**config.mk**
```make
export PLATFORM = sky130hd
export DESIGN_NAME = alu_cmd_seq_flat
export DESIGN_NICKNAME = d
export VERILOG_FILES = /design/src/rtl/alu_cmd_seq_pkg.sv /design/src/rtl/alu_cmd_seq_if.sv /design/src/rtl/alu_cmd_seq_fifo.sv /design/src/rtl/alu_cmd_seq.sv /design/src/flat_wrapper.sv
export SDC_FILE = /design/constraint.sdc
export NUM_CORES = 1
export LEC_CHECK = 0
export ABC_AREA = 1
export ABC_CLOCK_PERIOD_IN_PS = 2700
export CORE_ASPECT_RATIO = 1.1
export CORE_MARGIN = 4
export CORE_UTILIZATION = 50
export CTS_CLUSTER_DIAMETER = 50
export DETAILED_ROUTE_END_ITERATION = 8
export PLACE_DENSITY = 0.72
export SYNTH_ARGS = -nofsm -noshare
export SYNTH_HDL_FRONTEND = slang
export SYNTH_SLANG_ARGS = --single-unit
```
**constraint.sdc**
```tcl
create_clock -name clk -period 2.7 [get_ports clk]
set_input_delay 0.81 -clock clk [delete_from_list [all_inputs] [get_ports clk]]
set_output_delay 0.81 -clock clk [all_outputs]
set_load 0.05 [all_outputs]
```
**src/rtl/alu_cmd_seq_pkg.sv**
```systemverilog
// rtl/alu_cmd_seq_pkg.sv - shared function codes, state encoding and command layout
package alu_seq_pkg;

   localparam int DEPTH_DEF = 4;

   typedef enum logic [1:0] {
      FN_ADD  = 2'b00,
      FN_MUL  = 2'b01,
      FN_SHL  = 2'b10,
      FN_HOLD = 2'b11
   } fn_e;

   typedef enum logic [1:0] {
      ST_IDLE  = 2'b00,
      ST_ISSUE = 2'b01,
      ST_CLEAR = 2'b10
   } state_e;

   typedef struct packed {
      logic       clr;
      logic [2:0] rpt;
      logic [1:0] func;
      logic [3:0] data;
   } cmd_t;

endpackage

```
**src/rtl/alu_cmd_seq_if.sv**
```systemverilog
// rtl/alu_cmd_seq_if.sv - command handshake and downstream ALU drive bundle
interface alu_cmd_seq_if;

   logic       cmd_valid;
   logic       cmd_ready;
   logic [3:0] cmd_data;
   logic [1:0] cmd_func;
   logic [2:0] cmd_repeat;
   logic       cmd_clear;
   logic [3:0] alu_data;
   logic [1:0] alu_func;
   logic       alu_clear;
   logic       busy;

   modport slave (
      input  cmd_valid, cmd_data, cmd_func, cmd_repeat, cmd_clear,
      output cmd_ready, alu_data, alu_func, alu_clear, busy
   );

   modport master (
      output cmd_valid, cmd_data, cmd_func, cmd_repeat, cmd_clear,
      input  cmd_ready, alu_data, alu_func, alu_clear, busy
   );

endinterface

```
**src/rtl/alu_cmd_seq_fifo.sv**
```systemverilog
// rtl/alu_cmd_seq_fifo.sv - show-ahead command FIFO with full/empty/occupancy
module cmd_fifo
   import alu_seq_pkg::*;
#(
   parameter int DEPTH = DEPTH_DEF
) (
   input  logic                     clk,
   input  logic                     rst_n,
   input  logic                     push,
   input  cmd_t                     wdata,
   input  logic                     pop,
   output cmd_t                     rdata,
   output logic                     full,
   output logic                     empty,
   output logic [$clog2(DEPTH):0]   count
);

   localparam int AW = $clog2(DEPTH);

   cmd_t          mem_q [DEPTH];
   logic [AW-1:0] wr_ptr_q, wr_ptr_d;
   logic [AW-1:0] rd_ptr_q, rd_ptr_d;
   logic [AW:0]   cnt_q, cnt_d;

   always_comb begin
      wr_ptr_d = wr_ptr_q;
      rd_ptr_d = rd_ptr_q;
      cnt_d    = cnt_q;
      if (push) wr_ptr_d = wr_ptr_q + AW'(1);
      if (pop)  rd_ptr_d = rd_ptr_q + AW'(1);
      case ({push, pop})
         2'b10:   cnt_d = cnt_q + (AW+1)'(1);
         2'b01:   cnt_d = cnt_q - (AW+1)'(1);
         default: cnt_d = cnt_q;
      endcase
   end

   always_ff @(posedge clk or negedge rst_n) begin
      if (!rst_n) begin
         wr_ptr_q <= '0;
         rd_ptr_q <= '0;
         cnt_q    <= '0;
      end else begin
         wr_ptr_q <= wr_ptr_d;
         rd_ptr_q <= rd_ptr_d;
         cnt_q    <= cnt_d;
      end
   end

   // Storage needs no reset: the pointers and count define validity.
   always_ff @(posedge clk) begin
      if (push) mem_q[wr_ptr_q] <= wdata;
   end

   assign rdata = mem_q[rd_ptr_q];
   assign full  = (cnt_q == (AW+1)'(DEPTH));
   assign empty = (cnt_q == '0);
   assign count = cnt_q;

endmodule

```
**src/rtl/alu_cmd_seq.sv**
```systemverilog
// rtl/alu_cmd_seq.sv - queues ALU commands and replays each for its repeat count
module alu_cmd_seq
   import alu_seq_pkg::*;
#(
   parameter int DEPTH = DEPTH_DEF
) (
   input  logic          clk,
   input  logic          rst_n,
   alu_cmd_seq_if.slave  bus
);

   localparam int AW = $clog2(DEPTH);

   cmd_t        wdata, head;
   logic        push, pop, full, empty;
   logic [AW:0] occ;

   state_e      state_q, state_d;
   logic [2:0]  rpt_q, rpt_d;
   logic [3:0]  cur_data_q, cur_data_d;
   logic [1:0]  cur_func_q, cur_func_d;
   logic        rdy_q, rdy_d;
   logic [3:0]  data_q, data_d;
   logic [1:0]  func_q, func_d;
   logic        clr_q, clr_d;
   logic        last;

   assign wdata         = {bus.cmd_clear, bus.cmd_repeat, bus.cmd_func, bus.cmd_data};
   assign bus.cmd_ready = rdy_q & ~full;
   assign push          = bus.cmd_valid & bus.cmd_ready;

   cmd_fifo #(.DEPTH(DEPTH)) u_fifo (
      .clk   (clk),
      .rst_n (rst_n),
      .push  (push),
      .wdata (wdata),
      .pop   (pop),
      .rdata (head),
      .full  (full),
      .empty (empty),
      .count (occ)
   );

   // Any cycle that ends a command (or idles) may pop the next head.
   assign last = (state_q != ST_ISSUE) || (rpt_q == 3'd0);

   always_comb begin
      state_d    = state_q;
      rpt_d      = rpt_q;
      cur_data_d = cur_data_q;
      cur_func_d = cur_func_q;
      rdy_d      = 1'b1;
      pop        = 1'b0;
      if (last) begin
         if (!empty) begin
            pop = 1'b1;
            if (head.clr) begin
               state_d = ST_CLEAR;
            end else begin
               state_d    = ST_ISSUE;
               rpt_d      = head.rpt;
               cur_data_d = head.data;
               cur_func_d = head.func;
            end
         end else begin
            state_d = ST_IDLE;
         end
      end else begin
         rpt_d = rpt_q - 3'd1;
      end
   end

   // Outputs are registered from the current state, one edge behind it.
   always_comb begin
      data_d = 4'd0;
      func_d = FN_HOLD;
      clr_d  = 1'b0;
      case (state_q)
         ST_ISSUE: begin
            data_d = cur_data_q;
            func_d = cur_func_q;
         end
         ST_CLEAR: clr_d = 1'b1;
         default:  ;
      endcase
   end

   always_ff @(posedge clk or negedge rst_n) begin
      if (!rst_n) begin
         state_q    <= ST_IDLE;
         rpt_q      <= 3'd0;
         cur_data_q <= 4'd0;
         cur_func_q <= FN_HOLD;
         rdy_q      <= 1'b0;
         data_q     <= 4'd0;
         func_q     <= FN_HOLD;
         clr_q      <= 1'b1;
      end else begin
         state_q    <= state_d;
         rpt_q      <= rpt_d;
         cur_data_q <= cur_data_d;
         cur_func_q <= cur_func_d;
         rdy_q      <= rdy_d;
         data_q     <= data_d;
         func_q     <= func_d;
         clr_q      <= clr_d;
      end
   end

   assign bus.alu_data  = data_q;
   assign bus.alu_func  = func_q;
   assign bus.alu_clear = clr_q;
   assign bus.busy      = !((state_q == ST_IDLE) && (occ == '0));

endmodule
```
**src/flat_wrapper.sv**
```systemverilog
// flat-port wrapper written by rule: the top's interface ports become plain ports
module alu_cmd_seq_flat import alu_seq_pkg::*;
#(
   parameter int DEPTH = DEPTH_DEF
)
  (clk, rst_n, bus_cmd_valid, bus_cmd_data, bus_cmd_func, bus_cmd_repeat, bus_cmd_clear, bus_cmd_ready, bus_alu_data, bus_alu_func, bus_alu_clear, bus_busy);
  alu_cmd_seq_if bus_i ();
  input  logic clk;
  input  logic rst_n;
  input wire logic [$bits(bus_i.cmd_valid)-1:0] bus_cmd_valid;
  input wire logic [$bits(bus_i.cmd_data)-1:0] bus_cmd_data;
  input wire logic [$bits(bus_i.cmd_func)-1:0] bus_cmd_func;
  input wire logic [$bits(bus_i.cmd_repeat)-1:0] bus_cmd_repeat;
  input wire logic [$bits(bus_i.cmd_clear)-1:0] bus_cmd_clear;
  output wire logic [$bits(bus_i.cmd_ready)-1:0] bus_cmd_ready;
  output wire logic [$bits(bus_i.alu_data)-1:0] bus_alu_data;
  output wire logic [$bits(bus_i.alu_func)-1:0] bus_alu_func;
  output wire logic [$bits(bus_i.alu_clear)-1:0] bus_alu_clear;
  output wire logic [$bits(bus_i.busy)-1:0] bus_busy;
  assign bus_i.cmd_valid = bus_cmd_valid;
  assign bus_i.cmd_data = bus_cmd_data;
  assign bus_i.cmd_func = bus_cmd_func;
  assign bus_i.cmd_repeat = bus_cmd_repeat;
  assign bus_i.cmd_clear = bus_cmd_clear;
  assign bus_cmd_ready = bus_i.cmd_ready;
  assign bus_alu_data = bus_i.alu_data;
  assign bus_alu_func = bus_i.alu_func;
  assign bus_alu_clear = bus_i.alu_clear;
  assign bus_busy = bus_i.busy;
  alu_cmd_seq #(.DEPTH(DEPTH)) u_core (.clk(clk), .rst_n(rst_n), .bus(bus_i));
endmodule
```
==> flow_summary_export.csv, run 1 <==
group,metric,value,unit
grt,met3_usage,5.04,%
yosys,ys_types,27,
run,max_cap_violations,0,
run_status,status,"complete, no violations",
power,vdd.ir_drop.worst,0.490,mV
critical_path,startpoint,"u_core.bus.alu_clear$_DFF_PN1_",
power,p_int,2.43,mW
cells_and_area,design_area,3290,um2
floorplanning,boundaryPins,22,
grt,grt_max_degree,27,
grt,grt_pass1_vias,1620,
critical_path,cp-start-kind,"register",
yosys,synth_most_common_cell,"nor2_1",
place,port_buffers,21,
yosys,ys_seq_area_share,67.4,%
clock_tree,htree_levels,3,
drt,vias_per_cell,4.75,
grt,antenna_found_initial,0,
drt,drt_wl_total,4430,um
yosys,ys_seq_elements,66,
timing,fmax,0.408,GHz
critical_path,cp.buffers_inverters,1,
floorplanning,die_w,78.8,um
critical_path,crit_cells,1,
place,place_ws,0.231,ns
grt,grt_usage,15.4,%
critical_path,worstSetupEndpoint,"bus_alu_clear",
yosys,syn_avg_cell_area,11.5,um2
yosys,synth_fp_nets,261,
clock_tree,post_cts_buffers,0,
critical_path,rr_worst_depth,13,
floorplanning,rows,28,
timing,fin_skew,0.00537,ns
yosys,synthTopCellsByArea,"edfxtp_1 44%, dfrtp_1 19%, nor2_1 6.3%",
critical_path,critPathSlowestCell,"clkdlybuf4s50_1",
clock_tree,cts_sinks,66,
yosys,synth_warnings,0,
yosys,synth_area,2760,um2
cells_and_area,layout-drive-gt1-share,14.6,%
timing,rsz0062_at_grt,"false",
floorplanning,dieArea,6770,um2
grt,grt_busiest_layer,"met2",
drt,wire_per_inst,12.5,um
yosys,yosys.area.top_type,"edfxtp_1",
drt,drt_iter0_drc,101,
drt,vias,1685,
floorplanning,initial_core_util,51.4,%
timing,finalMaxSlewViolations,0,
drt,drt-pass1-iter-count,4,
clock_tree,cts-root-buf,"clkbuf_8",
power,combPwrFrac,40.8,%
grt,grt_overflow,0,
critical_path,crit_arrival,1.64,ns
timing,setup_tns,0,ns
clock_tree,post_cts_resized,1,
yosys,synth_top_area_share,43.6,%
cells_and_area,diodes,0,
clock_tree,ctsHoldBuffers,0,
grt,grt_first_pass_wirelength,7670,um
yosys,syn-instance-count,240,
worst_hold_path,hold_class,"reg -> reg",
timing,slew-limit-headroom,66.1,%
yosys,synth_ff_type,"edfxtp_1",
timing,setup-violations-final,0,
timing,finalHoldViolCount,0,
timing,min_period,2.45,ns
cells_and_area,fin_util,61.4,%
timing,post-route-period-util,90.8,%
yosys,async_flop_share,39.4,%
critical_path,r2r-start,"u_core.rpt_q[0]$_DFFE_PN0P_",
critical_path,crit_path_max_fanout,1,
power,p_sw_share,38.7,%
timing,fin_ws,0.248,ns
cells_and_area,nets,296,
critical_path,timing.rr.end,"u_core.u_fifo.count[2]$_DFFE_PN0P_",
yosys,synth_common_cells,"46 x nor2_1, 40 x edfxtp_1, 29 x nand2_1, 23 x inv_1, 21 x dfrtp_1",
critical_path,crit_type,"reg -> out",
timing,tightest_slew,0.508,ns
power,finalPower,3.97,mW
clock_tree,cts_tree,"built",
worst_hold_path,hp-start,"u_core.cur_data_q[2]$_DFFE_PN0P_",
power,p_clk_share,21.9,%
power,p_leak,1.37,nW
critical_path,critPathMaxStageDelay,0.79,ns
critical_path,crit_family,"buffers and inverters",
critical_path,crit_chain,"clkdlybuf4s50_1",
clock_tree,clockBufferDepth,2,
power,pwr-share-seq,37.3,%
clock_tree,worstSkewPairLatency,0.34,ns
floorplanning,die_h,85.9,um
grt,use_met1,18.0,%
critical_path,endpoint_kind,"primary output",
drt,post-route-drc-count,0,
power,switchingPower,1.53,mW
clock_tree,numCtsBuffers,9,
drt,ant_nets,0,
cells_and_area,area_delta_synth_final,19.3,%
clock_tree,clk_pin_slew_worst_paths,0.07,ns
yosys,synth_edf_count,40,
floorplanning,core,5360,um2
place,place_hpwl,2870,um
critical_path,rrSetupSlack,0.36,ns
critical_path,cp.required,1.89,ns
power,power_density,1210,nW/um2
grt,met2_usage,24.9,%
place,gp_congestion,0.691,
place,placed_area,3080,um2
[worst min-delay path, cell delays in order (launching register included)]
cell	delay [ns]
dfrtp_1	0.37
inv_1	0.05
nor2_1	0.04
[sequential cells by signal, summed over array words and instances (netlist names)]
register and count:
u_core.bus.alu_data 4, u_core.u_fifo.count 3, u_core.rdy_q 1, u_core.cur_func_q 2
u_core.u_fifo.mem_q 40, u_core.rpt_q 3, u_core.u_fifo.wr_ptr_q 2, u_core.bus.alu_func 2
u_core.cur_data_q 4, u_core.state_q 2, u_core.u_fifo.rd_ptr_q 2, u_core.bus.alu_clear 1
[placed cells by master, fill, tap and decap left out, types with 2 or more instances in the layout]
cell	synthesis	final
dfstp_2	5	5
nand2_1	29	29
a21oi_1	8	8
nand2_4	2	2
clkdlybuf4s50_1	0	19
o21ai_1	3	3
bufinv_16	0	2
edfxtp_1	40	40
clkbuf_8	0	9
nand2_2	3	3
o21ai_0	17	17
or2_2	4	4
nor2_1	46	46
xor2_1	3	3
buf_4	2	8
clkinv_1	0	3
inv_1	23	23
ha_1	7	7
inv_2	3	3
dfrtp_1	21	21
nand3_1	13	13
[worst min-delay path by stage]
stage                                                     to  slack [ns]  depth (start not counted)
after floorplan           u_core.u_fifo.count[0]$_DFFE_PN0P_        0.47                          1
after global placement      u_core.bus.alu_data[1]$_DFF_PN0_        0.48                          2
after detailed placement    u_core.bus.alu_data[2]$_DFF_PN0_        0.49                          2
after CTS                   u_core.bus.alu_data[1]$_DFF_PN0_        0.50                          2
after global routing        u_core.bus.alu_data[1]$_DFF_PN0_        0.51                          2
final                       u_core.bus.alu_data[2]$_DFF_PN0_        0.49                          2
[power by group through the flow]
stage | sequential (mW) | combinational [mW] | clock (mW)
2_1_floorplan | 1.66 | 1.08 | 0
3_3_place_gp | 1.49 | 1.59 | 0
3_5_place_dp | 1.50 | 1.63 | 0
4_1_cts | 1.48 | 1.64 | 0.885
5_1_grt | 1.52 | 1.83 | 0.936
6_report | 1.48 | 1.62 | 0.869
[cells by family after synthesis]
kind of cell / count (synthesis) / share of synthesized area [%]
adder cells (fa/ha/maj): 8 / 3.90
AND/OR/NAND/NOR: 101 / 16.9
other: 1 / 0.136
AO/OA/AOI/OAI: 29 / 5.35
buffers and inverters: 31 / 5.04
XOR/XNOR: 4 / 1.27
flip-flops: 66 / 67.4
[stage by stage]
stage | hold WS (ns) | cells
2_1_floorplan | 0.468 | 240
3_3_place_gp | 0.482 | 339
3_5_place_dp | 0.486 | 339
4_1_cts | 0.497 | 355
5_1_grt | 0.511 | 355
6_report | 0.493 | 355
[final cells by class]
| cell class | count | area [um2] |
|---|---|---|
| clock buffers | 9 | 124 |
| clock inverters | 7 | 83.8 |
| fillers | 428 | 2070 |
| inverters | 26 | 97.6 |
| multi-input cells | 143 | 761 |
| flip-flops and latches | 66 | 1860 |
| well taps | 75 | 93.8 |
| repair buffers | 29 | 272 |
[metal layers]
metal | share of wire, % | vias up
met4 | 2.5 | 0
met3 | 4.5 | 8
li1 | - | 858
met1 | 42 | 783
met5 | 0 | -
met2 | 51 | 36
Power figures use the tool's default switching activity.
==> run 2: changes to the inputs <==
- HOLD_SLACK_MARGIN: default -> 0.08
==> results of run 2 <==
No change in the layout: final DEF, timing and power equal those of run 1.
==> run 3: changes to the inputs <==
- CORE_ASPECT_RATIO: 1.1 -> 0.7
- RECOVER_POWER: default -> 100
==> flow_summary_export.csv, run 3 (synthesis results as in run 1) <==
group,metric,value,unit
worst_hold_path,hp-start,"u_core.cur_data_q[3]$_DFFE_PN0P_",
critical_path,crit_path_max_fanout,1,
timing,fmax,0.396,GHz
grt,use_met1,21.4,%
worst_hold_path,holdPathStages,2,
clock_tree,cts-root-buf,"clkbuf_8",
power,vdd.ir_drop.worst,0.511,mV
run,max_cap_violations,0,
drt,post-route-drc-count,0,
timing,post-route-period-util,93.5,%
cells_and_area,layout-drive-gt1-share,11.1,%
critical_path,crit_arrival,1.72,ns
critical_path,cp-start-kind,"register",
critical_path,startpoint,"u_core.bus.alu_clear$_DFF_PN1_",
drt,drt_wl_total,4550,um
place,place_hpwl,3090,um
timing,fin_skew,0.00809,ns
worst_hold_path,hold_class,"reg -> reg",
cells_and_area,area_delta_synth_final,16.0,%
critical_path,r2r-start,"u_core.rpt_q[0]$_DFFE_PN0P_",
floorplanning,dieArea,6790,um2
critical_path,crit_chain,"dlygate4sd3_1",
critical_path,cp.buffers_inverters,1,
timing,fin_ws,0.174,ns
clock_tree,clk_pin_slew_worst_paths,0.07,ns
cells_and_area,diodes,0,
timing,min_period,2.53,ns
timing,whs,0.494,ns
drt,drt-pass1-iter-count,4,
timing,finalHoldViolCount,0,
grt,grt_busiest_layer,"met2",
drt,vias,1662,
drt,wire_per_inst,13.0,um
grt,grt_usage,15.4,%
floorplanning,boundaryPins,22,
timing,tightest_slew,1.31,ns
power,finalPower,3.77,mW
grt,met2_usage,21.7,%
critical_path,crit_cells,1,
cells_and_area,largest-register,"u_core.u_fifo.mem_q",
cells_and_area,fin_util,60.5,%
floorplanning,die_h,70.1,um
timing,setup_tns,0,ns
clock_tree,clockBufferDepth,2,
timing,rsz0062_at_grt,"false",
critical_path,critPathMaxStageDelay,0.86,ns
critical_path,cp.required,1.89,ns
power,power_density,1180,nW/um2
critical_path,crit_type,"reg -> out",
floorplanning,core,5290,um2
power,p_leak,1.32,nW
place,place_ws,0.234,ns
clock_tree,cts_tree,"built",
critical_path,critPathSlowestCell,"dlygate4sd3_1",
critical_path,crit_family,"buffers and inverters",
clock_tree,post_cts_buffers,0,
clock_tree,htree_levels,3,
cells_and_area,layout_commonest_cell,"nor2_1",
clock_tree,worstSkewPairLatency,0.34,ns
run_status,status,"complete, no violations",
drt,vias_per_cell,4.74,
timing,setup-violations-final,0,
place,port_buffers,21,
timing,finalMaxSlewViolations,0,
floorplanning,rows,22,
drt,ant_nets,0,
critical_path,rr_worst_depth,13,
cells_and_area,final_cell_mix,"46 x nor2_1, 40 x edfxtp_1, 32 x nand2_1",
grt,antenna_found_initial,0,
grt,grt_max_degree,27,
cells_and_area,largest_register_ffs,40,
floorplanning,die_w,96.8,um
timing,slew-limit-headroom,13.0,%
place,gp_congestion,0.761,
grt,grt_first_pass_wirelength,7980,um
grt,grt_pass1_vias,1618,
critical_path,endpoint_kind,"primary output",
clock_tree,cts_sinks,66,
grt,grt_overflow,0,
floorplanning,initial_core_util,52.2,%
clock_tree,numCtsBuffers,9,
drt,drt_iter0_drc,66,
grt,met3_usage,6.09,%
cells_and_area,nets,295,
==> run 3: final timing paths <==
path,endpoint,slack (ns)
worst max-delay path,bus_alu_clear,0.17
worst min-delay path,u_core.bus.alu_data[3]$_DFF_PN0_,0.49
worst max register to register,u_core.u_fifo.count[2]$_DFFE_PN0P_,0.31
worst min register to register,u_core.bus.alu_data[3]$_DFF_PN0_,0.49
max in group asynchronous,u_core.bus.alu_data[0]$_DFF_PN0_,0.64
min in group asynchronous,u_core.u_fifo.rd_ptr_q[0]$_DFFE_PN0P_,1.28
==> run 3: power breakdown <==
part	switching [mW]	total [mW]	internal [mW]
registers	0.139	1.50	1.36
logic	1.01	1.49	0.482
clock network	0.359	0.783	0.423
total	1.51	3.77	2.27
==> run 3: metal layers <==
metal	vias to the layer above	share of wire (%)
li1	853	-
met2	34	44
met4	0	1.5
met5	-	0
met1	767	49
met3	8	5.7
==> run 3: metrics by stage <==
step           instances  cell area [um2]
2_1_floorplan        240             2760
3_3_place_gp         335             3070
3_5_place_dp         335             3070
4_1_cts              351             3250
5_1_grt              351             3200
6_report             351             3200
==> run 3: final cells by class <==
| type | count | area (um2) |
|---|---|---|
| multi-input combinational | 143 | 734 |
| sequential | 66 | 1860 |
| tap | 72 | 90.1 |
| fill | 451 | 2090 |
| clock buffer | 11 | 131 |
| clock inverter | 5 | 55.1 |
| timing repair buffer | 28 | 233 |
| inverter | 26 | 97.6 |
==> run 3: repair_timing <==
action	CTS	global route
resized for setup	1	1
hold buffers	0	0
setup endpoints to repair	1	1
==> run 3: worst min-delay path: cells and delay by family, from the launching register on <==
family | cells | cell delay, ns
buffers and inverters | 1 | 0.05
flip-flops | 1 | 0.38
AND/OR/NAND/NOR | 1 | 0.03
